==> src/rtl/branch_resolve_unit_if.sv <==
// Fetch / resolve / redirect / BTB-update bundle of the branch resolve unit.
// The slave modport is the resolve unit itself; the master modport is the
// surrounding pipeline (fetch, execute, BTB).
interface branch_resolve_unit_if #(
    parameter int ADDR_WIDTH = 32,
    parameter int CNT_WIDTH  = 16
);
    // fetch side: one prediction record per issued instruction
    logic                  fetchValid;
    logic [ADDR_WIDTH-1:0] fetchPc;
    logic                  fetchBtbHit;
    logic [ADDR_WIDTH-1:0] fetchPredictedPc;
    logic                  queueFull;

    // execute side: in-order resolution of the oldest instruction
    logic                  resolveValid;
    logic [ADDR_WIDTH-1:0] resolvePc;
    logic                  resolveIsBranch;
    logic                  resolveIsBranchTaken;
    logic [ADDR_WIDTH-1:0] resolveTargetPc;

    // redirect
    logic [ADDR_WIDTH-1:0] irregPc;
    logic                  flush;

    // BTB update write port
    logic                  btbWEnable;
    logic [ADDR_WIDTH-1:0] btbWPc;
    logic [ADDR_WIDTH-1:0] btbWTarget;

    // statistics and protocol status
    logic [CNT_WIDTH-1:0]  branchCount;
    logic [CNT_WIDTH-1:0]  mispredictCount;
    logic                  orderError;

    modport master (
        output fetchValid, fetchPc, fetchBtbHit, fetchPredictedPc,
        output resolveValid, resolvePc, resolveIsBranch, resolveIsBranchTaken, resolveTargetPc,
        input  queueFull, irregPc, flush, btbWEnable, btbWPc, btbWTarget,
        input  branchCount, mispredictCount, orderError
    );

    modport slave (
        input  fetchValid, fetchPc, fetchBtbHit, fetchPredictedPc,
        input  resolveValid, resolvePc, resolveIsBranch, resolveIsBranchTaken, resolveTargetPc,
        output queueFull, irregPc, flush, btbWEnable, btbWPc, btbWTarget,
        output branchCount, mispredictCount, orderError
    );
endinterface

==> src/rtl/branch_resolve_unit.sv <==
// Branch resolve unit: holds in-flight prediction records in an in-order
// queue, checks each one against the executed outcome, issues the redirect
// on a wrong next pc and writes taken branches back into the BTB.
module branch_resolve_unit #(
    parameter int ADDR_WIDTH  = 32,
    parameter int QUEUE_DEPTH = 4,
    parameter int CNT_WIDTH   = 16
) (
    input  logic                  clk,
    input  logic                  rstN,
    branch_resolve_unit_if.slave  bus_if
);
    localparam int PTR_W = (QUEUE_DEPTH > 1) ? $clog2(QUEUE_DEPTH) : 1;
    localparam int CNT_W = PTR_W + 1;

    // prediction record storage (data only, no reset needed)
    logic [ADDR_WIDTH-1:0]  rec_pc_q   [QUEUE_DEPTH];
    logic [ADDR_WIDTH-1:0]  rec_pred_q [QUEUE_DEPTH];
    logic [QUEUE_DEPTH-1:0] rec_hit_q;
    logic [QUEUE_DEPTH-1:0] rec_wr_en;

    logic [PTR_W-1:0] wr_ptr_q, wr_ptr_d;
    logic [PTR_W-1:0] rd_ptr_q, rd_ptr_d;
    logic [CNT_W-1:0] count_q, count_d;

    logic                  queue_full, queue_empty;
    logic                  push_ok, pop_ok;
    logic [ADDR_WIDTH-1:0] head_pc, head_pred;
    logic                  head_hit;
    logic [ADDR_WIDTH-1:0] pc_plus4, actual_next, predicted_next;
    logic                  is_taken, mispredict, order_err_set;

    logic [ADDR_WIDTH-1:0] irreg_pc_q, irreg_pc_d;
    logic                  flush_q, flush_d;
    logic                  btb_we_q, btb_we_d;
    logic [ADDR_WIDTH-1:0] btb_pc_q, btb_pc_d;
    logic [ADDR_WIDTH-1:0] btb_tgt_q, btb_tgt_d;
    logic [CNT_WIDTH-1:0]  branch_cnt_q, branch_cnt_d;
    logic [CNT_WIDTH-1:0]  mis_cnt_q, mis_cnt_d;
    logic                  order_err_q, order_err_d;

    assign queue_full  = (count_q == CNT_W'(QUEUE_DEPTH));
    assign queue_empty = (count_q == '0);

    // A push into a full queue is dropped; an empty-queue resolve pops nothing.
    assign push_ok = bus_if.fetchValid && !queue_full;
    assign pop_ok  = bus_if.resolveValid && !queue_empty;

    // Head record; an empty queue presents the default record (no BTB hit).
    assign head_pc   = queue_empty ? '0 : rec_pc_q[rd_ptr_q];
    assign head_pred = queue_empty ? '0 : rec_pred_q[rd_ptr_q];
    assign head_hit  = queue_empty ? 1'b0 : rec_hit_q[rd_ptr_q];

    assign pc_plus4       = bus_if.resolvePc + ADDR_WIDTH'(4);
    assign is_taken       = bus_if.resolveIsBranch && bus_if.resolveIsBranchTaken;
    assign actual_next    = is_taken ? bus_if.resolveTargetPc : pc_plus4;
    assign predicted_next = head_hit ? head_pred : pc_plus4;
    assign mispredict     = bus_if.resolveValid && (actual_next != predicted_next);

    assign order_err_set = (bus_if.fetchValid && queue_full) ||
                           (bus_if.resolveValid && (queue_empty || (head_pc != bus_if.resolvePc)));

    // one write-enable per slot, selected by the write pointer
    generate
        for (genvar gi = 0; gi < QUEUE_DEPTH; gi++) begin : g_wr_en
            assign rec_wr_en[gi] = push_ok && (wr_ptr_q == PTR_W'(gi));
        end
    endgenerate

    // store the pushed record in the slot addressed by the write pointer
    always_ff @(posedge clk) begin
        for (int i = 0; i < QUEUE_DEPTH; i++) begin
            if (rec_wr_en[i]) begin
                rec_pc_q[i]   <= bus_if.fetchPc;
                rec_pred_q[i] <= bus_if.fetchPredictedPc;
                rec_hit_q[i]  <= bus_if.fetchBtbHit;
            end
        end
    end

    // pointer/count update; a redirect throws away every record, including a same-cycle push
    always_comb begin
        wr_ptr_d = wr_ptr_q + PTR_W'(push_ok);
        rd_ptr_d = rd_ptr_q + PTR_W'(pop_ok);
        count_d  = count_q + CNT_W'(push_ok) - CNT_W'(pop_ok);
        if (mispredict) begin
            wr_ptr_d = '0;
            rd_ptr_d = '0;
            count_d  = '0;
        end
    end

    // next values of the registered outputs and statistics
    always_comb begin
        flush_d      = mispredict;
        irreg_pc_d   = mispredict ? actual_next : '0;
        btb_we_d     = bus_if.resolveValid && is_taken;
        btb_pc_d     = btb_pc_q;
        btb_tgt_d    = btb_tgt_q;
        branch_cnt_d = branch_cnt_q;
        mis_cnt_d    = mis_cnt_q;
        order_err_d  = order_err_q || order_err_set;
        if (bus_if.resolveValid && is_taken) begin
            btb_pc_d  = bus_if.resolvePc;
            btb_tgt_d = bus_if.resolveTargetPc;
        end
        if (bus_if.resolveValid && bus_if.resolveIsBranch && (branch_cnt_q != '1)) begin
            branch_cnt_d = branch_cnt_q + 1'b1;
        end
        if (mispredict && (mis_cnt_q != '1)) begin
            mis_cnt_d = mis_cnt_q + 1'b1;
        end
    end

    // state registers with synchronous active-low reset
    always_ff @(posedge clk) begin
        if (!rstN) begin
            wr_ptr_q     <= '0;
            rd_ptr_q     <= '0;
            count_q      <= '0;
            irreg_pc_q   <= '0;
            flush_q      <= 1'b0;
            btb_we_q     <= 1'b0;
            btb_pc_q     <= '0;
            btb_tgt_q    <= '0;
            branch_cnt_q <= '0;
            mis_cnt_q    <= '0;
            order_err_q  <= 1'b0;
        end else begin
            wr_ptr_q     <= wr_ptr_d;
            rd_ptr_q     <= rd_ptr_d;
            count_q      <= count_d;
            irreg_pc_q   <= irreg_pc_d;
            flush_q      <= flush_d;
            btb_we_q     <= btb_we_d;
            btb_pc_q     <= btb_pc_d;
            btb_tgt_q    <= btb_tgt_d;
            branch_cnt_q <= branch_cnt_d;
            mis_cnt_q    <= mis_cnt_d;
            order_err_q  <= order_err_d;
        end
    end

    assign bus_if.queueFull       = queue_full;
    assign bus_if.irregPc         = irreg_pc_q;
    assign bus_if.flush           = flush_q;
    assign bus_if.btbWEnable      = btb_we_q;
    assign bus_if.btbWPc          = btb_pc_q;
    assign bus_if.btbWTarget      = btb_tgt_q;
    assign bus_if.branchCount     = branch_cnt_q;
    assign bus_if.mispredictCount = mis_cnt_q;
    assign bus_if.orderError      = order_err_q;
endmodule

==> src/flat_wrapper.sv <==
// flat-port wrapper written by rule: the top's interface ports become plain ports
module branch_resolve_unit_flat 
#(
    parameter int ADDR_WIDTH  = 32,
    parameter int QUEUE_DEPTH = 4,
    parameter int CNT_WIDTH   = 16
)
  (clk, rstN, bus_if_fetchValid, bus_if_fetchPc, bus_if_fetchBtbHit, bus_if_fetchPredictedPc, bus_if_resolveValid, bus_if_resolvePc, bus_if_resolveIsBranch, bus_if_resolveIsBranchTaken, bus_if_resolveTargetPc, bus_if_queueFull, bus_if_irregPc, bus_if_flush, bus_if_btbWEnable, bus_if_btbWPc, bus_if_btbWTarget, bus_if_branchCount, bus_if_mispredictCount, bus_if_orderError);
  branch_resolve_unit_if #(.ADDR_WIDTH(ADDR_WIDTH), .CNT_WIDTH(CNT_WIDTH)) bus_if_i ();
  input  logic clk;
  input  logic rstN;
  input wire logic [$bits(bus_if_i.fetchValid)-1:0] bus_if_fetchValid;
  input wire logic [$bits(bus_if_i.fetchPc)-1:0] bus_if_fetchPc;
  input wire logic [$bits(bus_if_i.fetchBtbHit)-1:0] bus_if_fetchBtbHit;
  input wire logic [$bits(bus_if_i.fetchPredictedPc)-1:0] bus_if_fetchPredictedPc;
  input wire logic [$bits(bus_if_i.resolveValid)-1:0] bus_if_resolveValid;
  input wire logic [$bits(bus_if_i.resolvePc)-1:0] bus_if_resolvePc;
  input wire logic [$bits(bus_if_i.resolveIsBranch)-1:0] bus_if_resolveIsBranch;
  input wire logic [$bits(bus_if_i.resolveIsBranchTaken)-1:0] bus_if_resolveIsBranchTaken;
  input wire logic [$bits(bus_if_i.resolveTargetPc)-1:0] bus_if_resolveTargetPc;
  output wire logic [$bits(bus_if_i.queueFull)-1:0] bus_if_queueFull;
  output wire logic [$bits(bus_if_i.irregPc)-1:0] bus_if_irregPc;
  output wire logic [$bits(bus_if_i.flush)-1:0] bus_if_flush;
  output wire logic [$bits(bus_if_i.btbWEnable)-1:0] bus_if_btbWEnable;
  output wire logic [$bits(bus_if_i.btbWPc)-1:0] bus_if_btbWPc;
  output wire logic [$bits(bus_if_i.btbWTarget)-1:0] bus_if_btbWTarget;
  output wire logic [$bits(bus_if_i.branchCount)-1:0] bus_if_branchCount;
  output wire logic [$bits(bus_if_i.mispredictCount)-1:0] bus_if_mispredictCount;
  output wire logic [$bits(bus_if_i.orderError)-1:0] bus_if_orderError;
  assign bus_if_i.fetchValid = bus_if_fetchValid;
  assign bus_if_i.fetchPc = bus_if_fetchPc;
  assign bus_if_i.fetchBtbHit = bus_if_fetchBtbHit;
  assign bus_if_i.fetchPredictedPc = bus_if_fetchPredictedPc;
  assign bus_if_i.resolveValid = bus_if_resolveValid;
  assign bus_if_i.resolvePc = bus_if_resolvePc;
  assign bus_if_i.resolveIsBranch = bus_if_resolveIsBranch;
  assign bus_if_i.resolveIsBranchTaken = bus_if_resolveIsBranchTaken;
  assign bus_if_i.resolveTargetPc = bus_if_resolveTargetPc;
  assign bus_if_queueFull = bus_if_i.queueFull;
  assign bus_if_irregPc = bus_if_i.irregPc;
  assign bus_if_flush = bus_if_i.flush;
  assign bus_if_btbWEnable = bus_if_i.btbWEnable;
  assign bus_if_btbWPc = bus_if_i.btbWPc;
  assign bus_if_btbWTarget = bus_if_i.btbWTarget;
  assign bus_if_branchCount = bus_if_i.branchCount;
  assign bus_if_mispredictCount = bus_if_i.mispredictCount;
  assign bus_if_orderError = bus_if_i.orderError;
  branch_resolve_unit #(.ADDR_WIDTH(ADDR_WIDTH), .QUEUE_DEPTH(QUEUE_DEPTH), .CNT_WIDTH(CNT_WIDTH)) u_core (.clk(clk), .rstN(rstN), .bus_if(bus_if_i));
endmodule
==> config.mk <==
export PLATFORM = sky130hd
export DESIGN_NAME = branch_resolve_unit_flat
export DESIGN_NICKNAME = d
export VERILOG_FILES = /design/src/rtl/branch_resolve_unit_if.sv /design/src/rtl/branch_resolve_unit.sv /design/src/flat_wrapper.sv
export SDC_FILE = /design/constraint.sdc
export NUM_CORES = 1
export LEC_CHECK = 0
export ABC_CLOCK_PERIOD_IN_PS = 8400
export BUFFER_PORTS_ARGS = -buffer_cell sky130_fd_sc_hd__buf_2
export CAP_MARGIN = 20
export CORE_MARGIN = 1.5
export CORE_UTILIZATION = 55
export DETAILED_ROUTE_END_ITERATION = 7
export HOLD_SLACK_MARGIN = 0.05
export PLACE_DENSITY = 0.86
export SLEW_MARGIN = 40
export SYNTH_ARGS = -nofsm -noshare
export SYNTH_HDL_FRONTEND = slang
export SYNTH_SLANG_ARGS = --single-unit
==> constraint.sdc <==
create_clock -name clk -period 8.4 [get_ports clk]
set_input_delay 0.42 -clock clk [delete_from_list [all_inputs] [get_ports clk]]
set_output_delay 0.42 -clock clk [all_outputs]
set_load 0.02 [all_outputs]
## Word level (Yosys, flattened, before mapping)

Memories as Yosys holds them, arrays and structs flattened. A register that Yosys moved wholly into a read port is not among the register bits.
Cells that the tools add are included.
Widths: inputs -> output; s select.

- Mux-type cells: 35
- Bitwise logic cells: 1
- Reduce and logical (&&, ||, !) cells: 29
- Equal/unequal tests: 8
- Add/subtract/negate cells: 7
- Order comparisons: 1

Operators by type and width:

| kind | count |
|---|---|
| $mux 32 | 10 |
| $reduce_or 32->1 | 6 |
| $ne 32x32->1 | 2 |
| $add 16x1->16 const B | 2 |
| $add 32x3->32 const B | 1 |
| $ne 16x16->1 const B | 2 |
| $mux 1 | 16 |
| $mux 2 | 8 |
| $logic_and 1x1->1 | 14 |
| $add 2x1->2 | 2 |
| $eq 2x2->1 const B | 2 |
| $add 3x1->3 | 1 |
| $eq 3x3->1 const B | 1 |
| $logic_not 3->1 | 1 |
| $logic_or 1x1->1 | 3 |
| $lt 2x3->1 const B | 1 |
| $sub 3x1->3 | 1 |
| $bmux 1 s2 | 1 |
| $eq 2x1->1 const B | 1 |
| $logic_not 1->1 | 2 |
| $logic_not 2->1 | 1 |
| $reduce_and 2->1 | 1 |
| $reduce_or 2->1 | 1 |
| $not 1->1 | 1 |

- Bits in registers: 142
- Output and inout port bits: 132
- Bits of input ports: 135
- Memories kept: 2
- Logic and storage cells: 98
- RAM bits: 256

Memories:

| name | depth | bits a word | rd ports | clocked after memory_dff | wr ports | line | text |
|---|---|---|---|---|---|---|---|
| u_core.rec_pc_q | 4 | 32 | 1 | 1 | 1 | branch_resolve_unit.sv:17 | `logic [ADDR_WIDTH-1:0] rec_pc_q [QUEUE_DEPTH];` |
| u_core.rec_pred_q | 4 | 32 | 1 | 1 | 1 | branch_resolve_unit.sv:18 | `logic [ADDR_WIDTH-1:0] rec_pred_q [QUEUE_DEPTH];` |

## Depth between registers and ports, before layout

Gate-level depths: netlist of the first run.

- Depth after elaboration: 10
- Mapped depth: 15
- Depth with buffers taken out: 11

## Worst setup path after synthesis of the first run

Ideal clock, no wire load.

- Kind: register to register
- From: register u_core.count_q[1]
- To: register u_core.rec_hit_q[0] (enable)
- Stages on the path, launching flop included: 4
- Setup slack: 2,211 ps
- Data required time: 7,819 ps
- Arrival time: 5,608 ps
- Setup time: 581 ps
- Cells stage by stage: dfxtp_1 nor3b_1 nor2b_1 nor3b_1

- Cells in the longest elaborated chain, start to end: 4

Ends and longest elaborated chain:

| item | line | text |
|---|---|---|
| start, declared | branch_resolve_unit.sv:24 | `logic [CNT_W-1:0] count_q, count_d;` |
| start signal, assigned | branch_resolve_unit.sv:132 | `count_q <= count_d;` |
| $eq 3x3->1 | branch_resolve_unit.sv:42 | `assign queue_full = (count_q == CNT_W'(QUEUE_DEPTH));` |
| named net bus_if_queueFull | flat_wrapper.sv:21 | `output wire logic [$bits(bus_if_i.queueFull)-1:0] bus_if_queueFull;` |
| $logic_not 1->1 | branch_resolve_unit.sv:46 | `assign push_ok = bus_if.fetchValid && !queue_full;` |
| $logic_and 1x1->1 | branch_resolve_unit.sv:46 |  |
| $logic_and 1x1->1 | branch_resolve_unit.sv:66 | `assign rec_wr_en[gi] = push_ok && (wr_ptr_q == PTR_W'(gi));` |
| named net u_core.rec_wr_en[0] | branch_resolve_unit.sv:20 | `logic [QUEUE_DEPTH-1:0] rec_wr_en;` |
| end signal, assigned by index | branch_resolve_unit.sv:76 | `rec_hit_q[i] <= bus_if.fetchBtbHit;` |
| end, declared | branch_resolve_unit.sv:19 | `logic [QUEUE_DEPTH-1:0] rec_hit_q;` |

The timed path passes the listed nets, and every way through them passes these cells.
A chain may end at the register's enable or synchronous reset.

## Worst setup path after layout of the first run

- From: register u_core.rd_ptr_q[0]
- To: register u_core.mis_cnt_q[13], in the netlist u_core.bus_if.mispredictCount[13]

- Cells in the longest elaborated chain, start to end: 7

Ends and longest elaborated chain:

| item | line | text |
|---|---|---|
| start, declared | branch_resolve_unit.sv:23 | `logic [PTR_W-1:0] rd_ptr_q, rd_ptr_d;` |
| start signal, assigned | branch_resolve_unit.sv:131 | `rd_ptr_q <= rd_ptr_d;` |
| $bmux 1 s2 | branch_resolve_unit.sv:52 | `assign head_hit = queue_empty ? 1'b0 : rec_hit_q[rd_ptr_q];` |
| $mux 1 (implied by the code) | branch_resolve_unit.sv:52 |  |
| $mux 1 | branch_resolve_unit.sv:52 |  |
| $mux 32 | branch_resolve_unit.sv:57 | `assign predicted_next = head_hit ? head_pred : pc_plus4;` |
| $ne 32x32->1 | branch_resolve_unit.sv:58 | `assign mispredict = bus_if.resolveValid && (actual_next != predicted_next);` |
| $logic_and 1x1->1 | branch_resolve_unit.sv:58 |  |
| $logic_and 1x1->1 | branch_resolve_unit.sv:110 | `if (mispredict && (mis_cnt_q != '1)) begin` |
| end signal, assigned | branch_resolve_unit.sv:139 | `mis_cnt_q <= mis_cnt_d;` |
| end, declared | branch_resolve_unit.sv:39 | `logic [CNT_WIDTH-1:0] mis_cnt_q, mis_cnt_d;` |

Every way passes these cells. The select of a mux whose other input is x is not followed.

==> flow_summary_export.csv, run 1 <==
group,metric,value,unit
timing,fmax,207,MHz
worst_setup_path,cp_common_cell,"buf_4",
clocking,clk_pin_slew,0.07,ns
logic_synthesis,syn-num-nets,1571,
logic_synthesis,synth-edff-count,260,
global_route,first_global_vias,12421,
placement,dp_cells,2014,
worst_setup_path,cp-end-kind,"flip-flop",
logic_synthesis,yosys-top-cells-area,"edfxtp_1 44%, dfxtp_1 16%, mux4_2 8.0%",
routing,detail-route-antenna-nets,0,
worst_setup_path,critPathSlowestCell,"dfxtp_4",
finish,final_common_cell,"buf_2",
finish,nets,1798,
routing,drt_first_pass_iters,7,
logic_synthesis,ys_seq_elements,398,
timing,finalSetupTns,0,ns
clocking,cts_made_buffers,40,
logic_synthesis,synthArstFlopShare,0,
run,drv_cap,0,
logic_synthesis,synth_top_flop_cell,"edfxtp_1",
clocking,clock_latency,0.56,ns
worst_setup_path,arrival,5.24,ns
finish,final_core_util,0.656,
status,status,"complete, no violations",
clocking,holdBufCountCts,1,
logic_synthesis,seq_area_frac_synth,0.596,
routing,drt_drc_violations_left,0,
worst_setup_path,slowest_delay,0.81,ns
worst_setup_path,crit_buf_inv,4,
timing,hold_slack,0.0699,ns
timing,finalHoldViolCount,0,
finish,final_layout_size_suffix_gt1_frac,0.258,
worst_setup_path,path_cells,"buf_4 -> mux4_2 -> inv_1 -> nor2_1 -> o311a_1 -> a311oi_1 -> o2111ai_1 -> or4_4 -> nor4_4 -> buf_4 -> buf_6 -> or4_1 -> a21oi_1",
global_route,antenna_found_initial,16,
finish,areaGrowthSynthToFinish,16.9,%
logic_synthesis,synth_cells,1428,
clocking,clockBufferDepth,3,
routing,num_vias,13054,
logic_synthesis,synth.distinct_cells,69,
routing,top_layer_used,"met5",
clocking,cts_sinks,398,
finish,layout_common_cells,"266 x buf_2, 260 x edfxtp_1, 197 x nand2_1",
floorplanning,start_util,0.561,
clocking,cts_tree,"built",
routing,wl_per_cell,24.0,um
floorplanning,core,31600,um2
floorplanning,die_h,183,um
global_route,grt_usage,0.301,
timing,rsz0062_at_grt,"false",
routing,routed_via_density,6.23,
floorplanning,die_area,33300,um2
routing,met1Wirelength,19800,um
worst_setup_path,cp-start-kind,"flip-flop",
power_and_ir_drop,p_per_area,245,nW/um2
timing,post-route-period-util,0.576,
placement,io_buffer_count,266,
logic_synthesis,synth.largest_area_cell,"edfxtp_1",
worst_setup_path,cp_top_family,"buffers and inverters",
placement,gp_congestion,0.943,
global_route,grt_max_degree,76,
routing,routed_wl,50400,um
logic_synthesis,ys_warn_count,0,
clocking,cts_resized,0,
routing,drt_iter0_markers,1307,
logic_synthesis,syn-cell-area,17700,um2
routing,routed-wl-met3,5290,um
finish,fin_cells,2097,
worst_setup_path,cp_data_required_time,8.80,ns
global_route,grt_pass1_wl,75600,um
finish,n_fill_cell,2262,
timing,finalCriticalPeriod,4.84,ns
routing,met2_length,23300,um
timing,setup_viol,0,
timing,tightest_slew,0.855,ns
placement,post-dp-hpwl,34100,um
timing,finClkSkew,0.0298,ns
timing,slew_headroom,0.430,
clocking,cts_max_level,2,
global_route,overflow,0,
worst_setup_path,path_class,"flip-flop to flip-flop",
floorplanning,boundaryPins,267,
timing,slew_violations,0,
worst_hold_path,hp-class,"primary input to flip-flop",
worst_setup_path,cp_max_fo,38,
floorplanning,die_w,183,um
logic_synthesis,syn_area_per_cell,12.4,um2
clocking,root_buffer,"clkbuf_16",
clocking,post_cts_buffers,0,
power_and_ir_drop,peakVddDrop,144,uV
power_and_ir_drop,cellLeakagePower,7.61,nW
logic_synthesis,synth_top_area_share,0.440,
floorplanning,core.rowCount,65,
## layer usage
layer / global-route usage / vias up
li1: - / 5773
met1: 0.409 / 6327
met3: 0.0706 / 129
met4: 0.126 / 14
met5: 0 / -
met2: 0.468 / 811
## through the flow
stage	worst slack, ns	power (mW)	cell area (um2)
6_report	3.56	5.09	20700
5_1_grt	3.26	5.25	20700
4_1_cts	3.53	5.09	20700
3_5_place_dp	3.59	3.25	19300
3_3_place_gp	2.84	3.21	19300
2_1_floorplan	2.21	2.97	17700
## flip-flops by register name, indices dropped and copies added, names as in the netlist
signal                         cells
u_core.bus_if.orderError           1
u_core.count_q                     3
u_core.bus_if.mispredictCount     16
u_core.bus_if.btbWEnable           1
u_core.bus_if.btbWPc              32
u_core.bus_if.flush                1
u_core.bus_if.btbWTarget          32
u_core.wr_ptr_q                    2
u_core.rec_hit_q                   4
u_core.bus_if.branchCount         16
u_core.rec_pred_q                128
u_core.bus_if.irregPc             32
u_core.rd_ptr_q                    2
u_core.rec_pc_q                  128
## power breakdown
part	switching, mW	internal [mW]	total [mW]	leakage, nW
registers	0.0611	2.21	2.28	3.51
clock network	0.764	1.08	1.85	0.683
logic	0.595	0.372	0.967	3.41
total	1.42	3.67	5.09	7.61
## final cells by class
cell class / instances / area, um2 / area share
sequential: 398 / 10600 / 0.510
multi-input combinational: 916 / 6720 / 0.324
antenna: 9 / 22.5 / 0.00109
timing repair buffer: 282 / 1470 / 0.0710
clock inverter: 22 / 262 / 0.0126
tap: 402 / 503 / 0.0243
clock buffer: 51 / 1120 / 0.0542
inverter: 17 / 63.8 / 0.00308
## cell families after synthesis
family / share of synthesized area
fa+ha+maj: 0.00607
flops: 0.596
xor+xnor: 0.0620
mux: 0.0934
buf+inv: 0.0277
simple gates: 0.132
compound gates: 0.0828
## cell usage after synthesis, drive strengths merged, types with 16 or more instances
cell type,n
a21oi,93
clkbuf,56
inv,17
nand3,50
nand2,199
mux4,63
buf,41
nor2,69
o21ai,32
nor4,17
edfxtp,260
o211a,26
nor3,26
xor2,37
or3,16
dfxtp,138
nand4,23
mux2i,17
xnor2,78
## final timing paths
| path | end | depth (start not counted) | slack (ns) | start |
|---|---|---|---|---|
| worst max-delay path | u_core.bus_if.mispredictCount[13] | 13 | 3.56 | u_core.rd_ptr_q[0] |
| worst min-delay path | u_core.rec_pc_q[2][31] | 1 | 0.07 | bus_if_fetchPc[31] |
| worst max register to register | u_core.bus_if.mispredictCount[13] | 13 | 3.56 | u_core.rd_ptr_q[0] |
| worst min register to register | u_core.bus_if.btbWPc[30] | 2 | 0.45 | u_core.bus_if.btbWPc[30] |
No activity file was read; power rests on OpenSTA's default activity.
==> run 2, diff against run 1 <==
ABC_AREA = 1   (was default)
ABC_CLOCK_PERIOD_IN_PS = 4500   (was 8400)
clock period = 4.5 ns   (was 8.4 ns; I/O delays follow)
==> flow_summary_export.csv, run 2 <==
group,metric,value,unit
placement,gp_congestion,0.949,
worst_setup_path,arrival,4.32,ns
routing,met1Wirelength,22500,um
routing,detail-route-antenna-nets,0,
power_and_ir_drop,cellLeakagePower,9.76,nW
global_route,grt_usage,0.325,
clocking,root_buffer,"clkbuf_16",
logic_synthesis,synth.largest_area_cell,"edfxtp_1",
floorplanning,boundaryPins,267,
worst_setup_path,cp_max_fo,61,
floorplanning,start_util,0.564,
global_route,first_global_vias,15964,
worst_setup_path,startpoint,"u_core.rd_ptr_q[1]",
clocking,clk_pin_slew,0.07,ns
routing,routed_wl,58200,um
routing,top_layer_used,"met5",
finish,n_fill_cell,2563,
worst_setup_path,rr_worst_depth,16,
run,drv_cap,0,
logic_synthesis,synth.distinct_cells,46,
worst_setup_path,r2r-end,"u_core.bus_if.irregPc[7]",
clocking,post_cts_buffers,0,
logic_synthesis,ys_warn_count,0,
floorplanning,core.rowCount,66,
worst_setup_path,path_class,"flip-flop to flip-flop",
clocking,clock_latency,0.55,ns
finish,layout_common_cells,"607 x nand2_1, 291 x nor2_1, 265 x buf_2",
timing,rsz0062_at_grt,"false",
clocking,cts_resized,0,
worst_setup_path,crit_path_end,"u_core.bus_if.irregPc[7]",
finish,reg.largest.list,"u_core.rec_pc_q (128), u_core.rec_pred_q (128)",
worst_setup_path,path_cells,"inv_1 -> nand3_1 -> nand2_2 -> nand2_2 -> buf_4 -> nand2_1 -> nand2_1 -> nand2_1 -> nand2_1 -> nand2_1 -> nor2_1 -> nand3_1 -> nor2_1 -> nand3_4 -> nand3_2 -> nor2_1",
clocking,cts_sinks,398,
placement,io_buffer_count,266,
floorplanning,die_area,34700,um2
logic_synthesis,synth-edff-count,260,
global_route,overflow,0,
floorplanning,die_w,186,um
worst_setup_path,cp-end-kind,"flip-flop",
timing,tightest_slew,0.856,ns
clocking,cts_tree,"built",
logic_synthesis,synth_cells,2176,
worst_setup_path,slowest_delay,0.61,ns
finish,final_common_cell,"nand2_1",
logic_synthesis,syn-num-nets,2319,
global_route,grt_max_degree,121,
finish,multiInputGateArea,6860,um2
routing,routed-wl-met3,6330,um
worst_setup_path,cp_common_cell,"nand2_1",
logic_synthesis,synth_common_cells,"608 x nand2_1, 292 x nor2_1, 260 x edfxtp_1",
worst_setup_path,cp-start-kind,"flip-flop",
timing,fmax,254,MHz
worst_setup_path,r2r-start,"u_core.rd_ptr_q[1]",
logic_synthesis,synth_top_flop_cell,"edfxtp_1",
logic_synthesis,syn-cell-area,18500,um2
status,status,"complete, no violations",
routing,num_vias,17108,
finish,areaGrowthSynthToFinish,21.8,%
routing,drt_first_pass_iters,8,
routing,drt_drc_violations_left,0,
finish,regArea,10600,um2
logic_synthesis,yosys-top-cells-area,"edfxtp_1 42%, dfxtp_1 15%, nand2_1 12%",
clocking,cts_made_buffers,41,
finish,final_layout_size_suffix_gt1_frac,0.152,
timing,setup_viol,0,
global_route,grt_pass1_wl,87800,um
timing,slew_headroom,0.429,
timing,finalHoldViolCount,0,
worst_setup_path,cp_data_required_time,4.89,ns
timing,finClkSkew,0.0122,ns
routing,met2_length,26500,um
floorplanning,die_h,186,um
logic_synthesis,synthArstFlopShare,0,
routing,routed_via_density,5.74,
worst_setup_path,rrSetupSlack,0.57,ns
power_and_ir_drop,power.total,8.99,mW
clocking,cts_max_level,2,
routing,wl_per_cell,19.5,um
timing,slew_violations,0,
timing,finalSetupTns,0,ns
logic_synthesis,synth_most_common_cell,"nand2_1",
routing,drt_iter0_markers,1927,
logic_synthesis,ys_seq_elements,398,
power_and_ir_drop,p_per_area,399,nW/um2
placement,post-dp-hpwl,38400,um
logic_synthesis,seq_area_frac_synth,0.572,
logic_synthesis,syn_area_per_cell,8.50,um2
timing,finalCriticalPeriod,3.93,ns
floorplanning,core,32800,um2
logic_synthesis,synth_top_area_share,0.422,
clocking,clockBufferDepth,3,
finish,nets,2641,
global_route,antenna_found_initial,8,
clocking,holdBufCountCts,99,
worst_setup_path,critPathSlowestCell,"nand3_2",
worst_hold_path,hp-class,"primary input to flip-flop",
timing,post-route-period-util,0.874,
power_and_ir_drop,peakVddDrop,272,uV
run 2: cell count changes in the layout (fill, tap and decap cells not counted), sizes merged, moves of 18 or more:
cell,before,now
o22ai,2,33
nand2,199,615
nor2,69,304
o211a,26,0
xor2,37,19
o21ai,32,189
inv,19,161
nand3,50,171
dlygate4sd3,1,99
xnor2,78,6
mux4,63,0
run 2: stage by stage:
step / util / hold slack, ns / instance area, um2 / setup WS, ns / instances
after global routing: 0.687 / 0.0801 / 22500 / 0.235 / 2980
after CTS: 0.687 / 0.0550 / 22500 / 0.681 / 2973
after floorplan: - / 0.324 / 18500 / -1.17 / 2176
final: 0.687 / 0.0711 / 22500 / 0.569 / 2980
after detailed placement: 0.613 / 0.439 / 20100 / 0.758 / 2798
after global placement: 0.612 / 0.435 / 20100 / 0.854 / 2798
run 2: power breakdown:
part	switching, mW	leakage (nW)	internal (mW)
sequential	0.0591	3.52	4.05
clock	1.42	0.695	2.13
combinational	0.913	5.55	0.417
run 2: layer usage:
metal / track usage / up-vias
met5: 0 / -
met4: 0.163 / 2
met3: 0.0592 / 187
met2: 0.518 / 1125
met1: 0.428 / 7878
li1: - / 7916
run 2: layout make-up:
type	count	share of cell area
Sequential cell	398	0.469
Multi-Input combinational cell	1508	0.304
Timing Repair Buffer	381	0.109
Clock buffer	60	0.0543
Inverter	168	0.0280
Tap cell	442	0.0245
Clock inverter	16	0.00927
Antenna cell	7	0.000778
run 2: cell families after synthesis:
logic type,Yosys count,synth area share
DFF,398,0.572
buffers and inverters,270,0.0593
and+or+nand+nor,1148,0.257
adders and majority gates,8,0.00582
AOI/OAI and AO/OA,327,0.0946
xor gates and xnor gates,25,0.0118
run 2: critical path: cells and delay by family, from the launching register on:
family | cells | cell delay [ns]
buf+inv | 2 | 0.62
flops | 1 | 0.50
simple gates | 14 | 2.56
run 2: worst min-delay path by stage:
stage | startpoint | end | slack [ns] | cells past startpoint
floorplan | bus_if_fetchBtbHit | u_core.rec_hit_q[0] | 0.32 | 0
global placement | bus_if_fetchPc[0] | u_core.rec_pc_q[0][0] | 0.44 | 1
detailed placement | bus_if_fetchPc[16] | u_core.rec_pc_q[3][16] | 0.44 | 1
CTS | bus_if_resolvePc[4] | u_core.bus_if.btbWPc[4] | 0.05 | 3
global route | bus_if_resolvePc[1] | u_core.bus_if.btbWPc[1] | 0.08 | 3
finish | bus_if_resolvePc[7] | u_core.bus_if.btbWPc[7] | 0.07 | 3
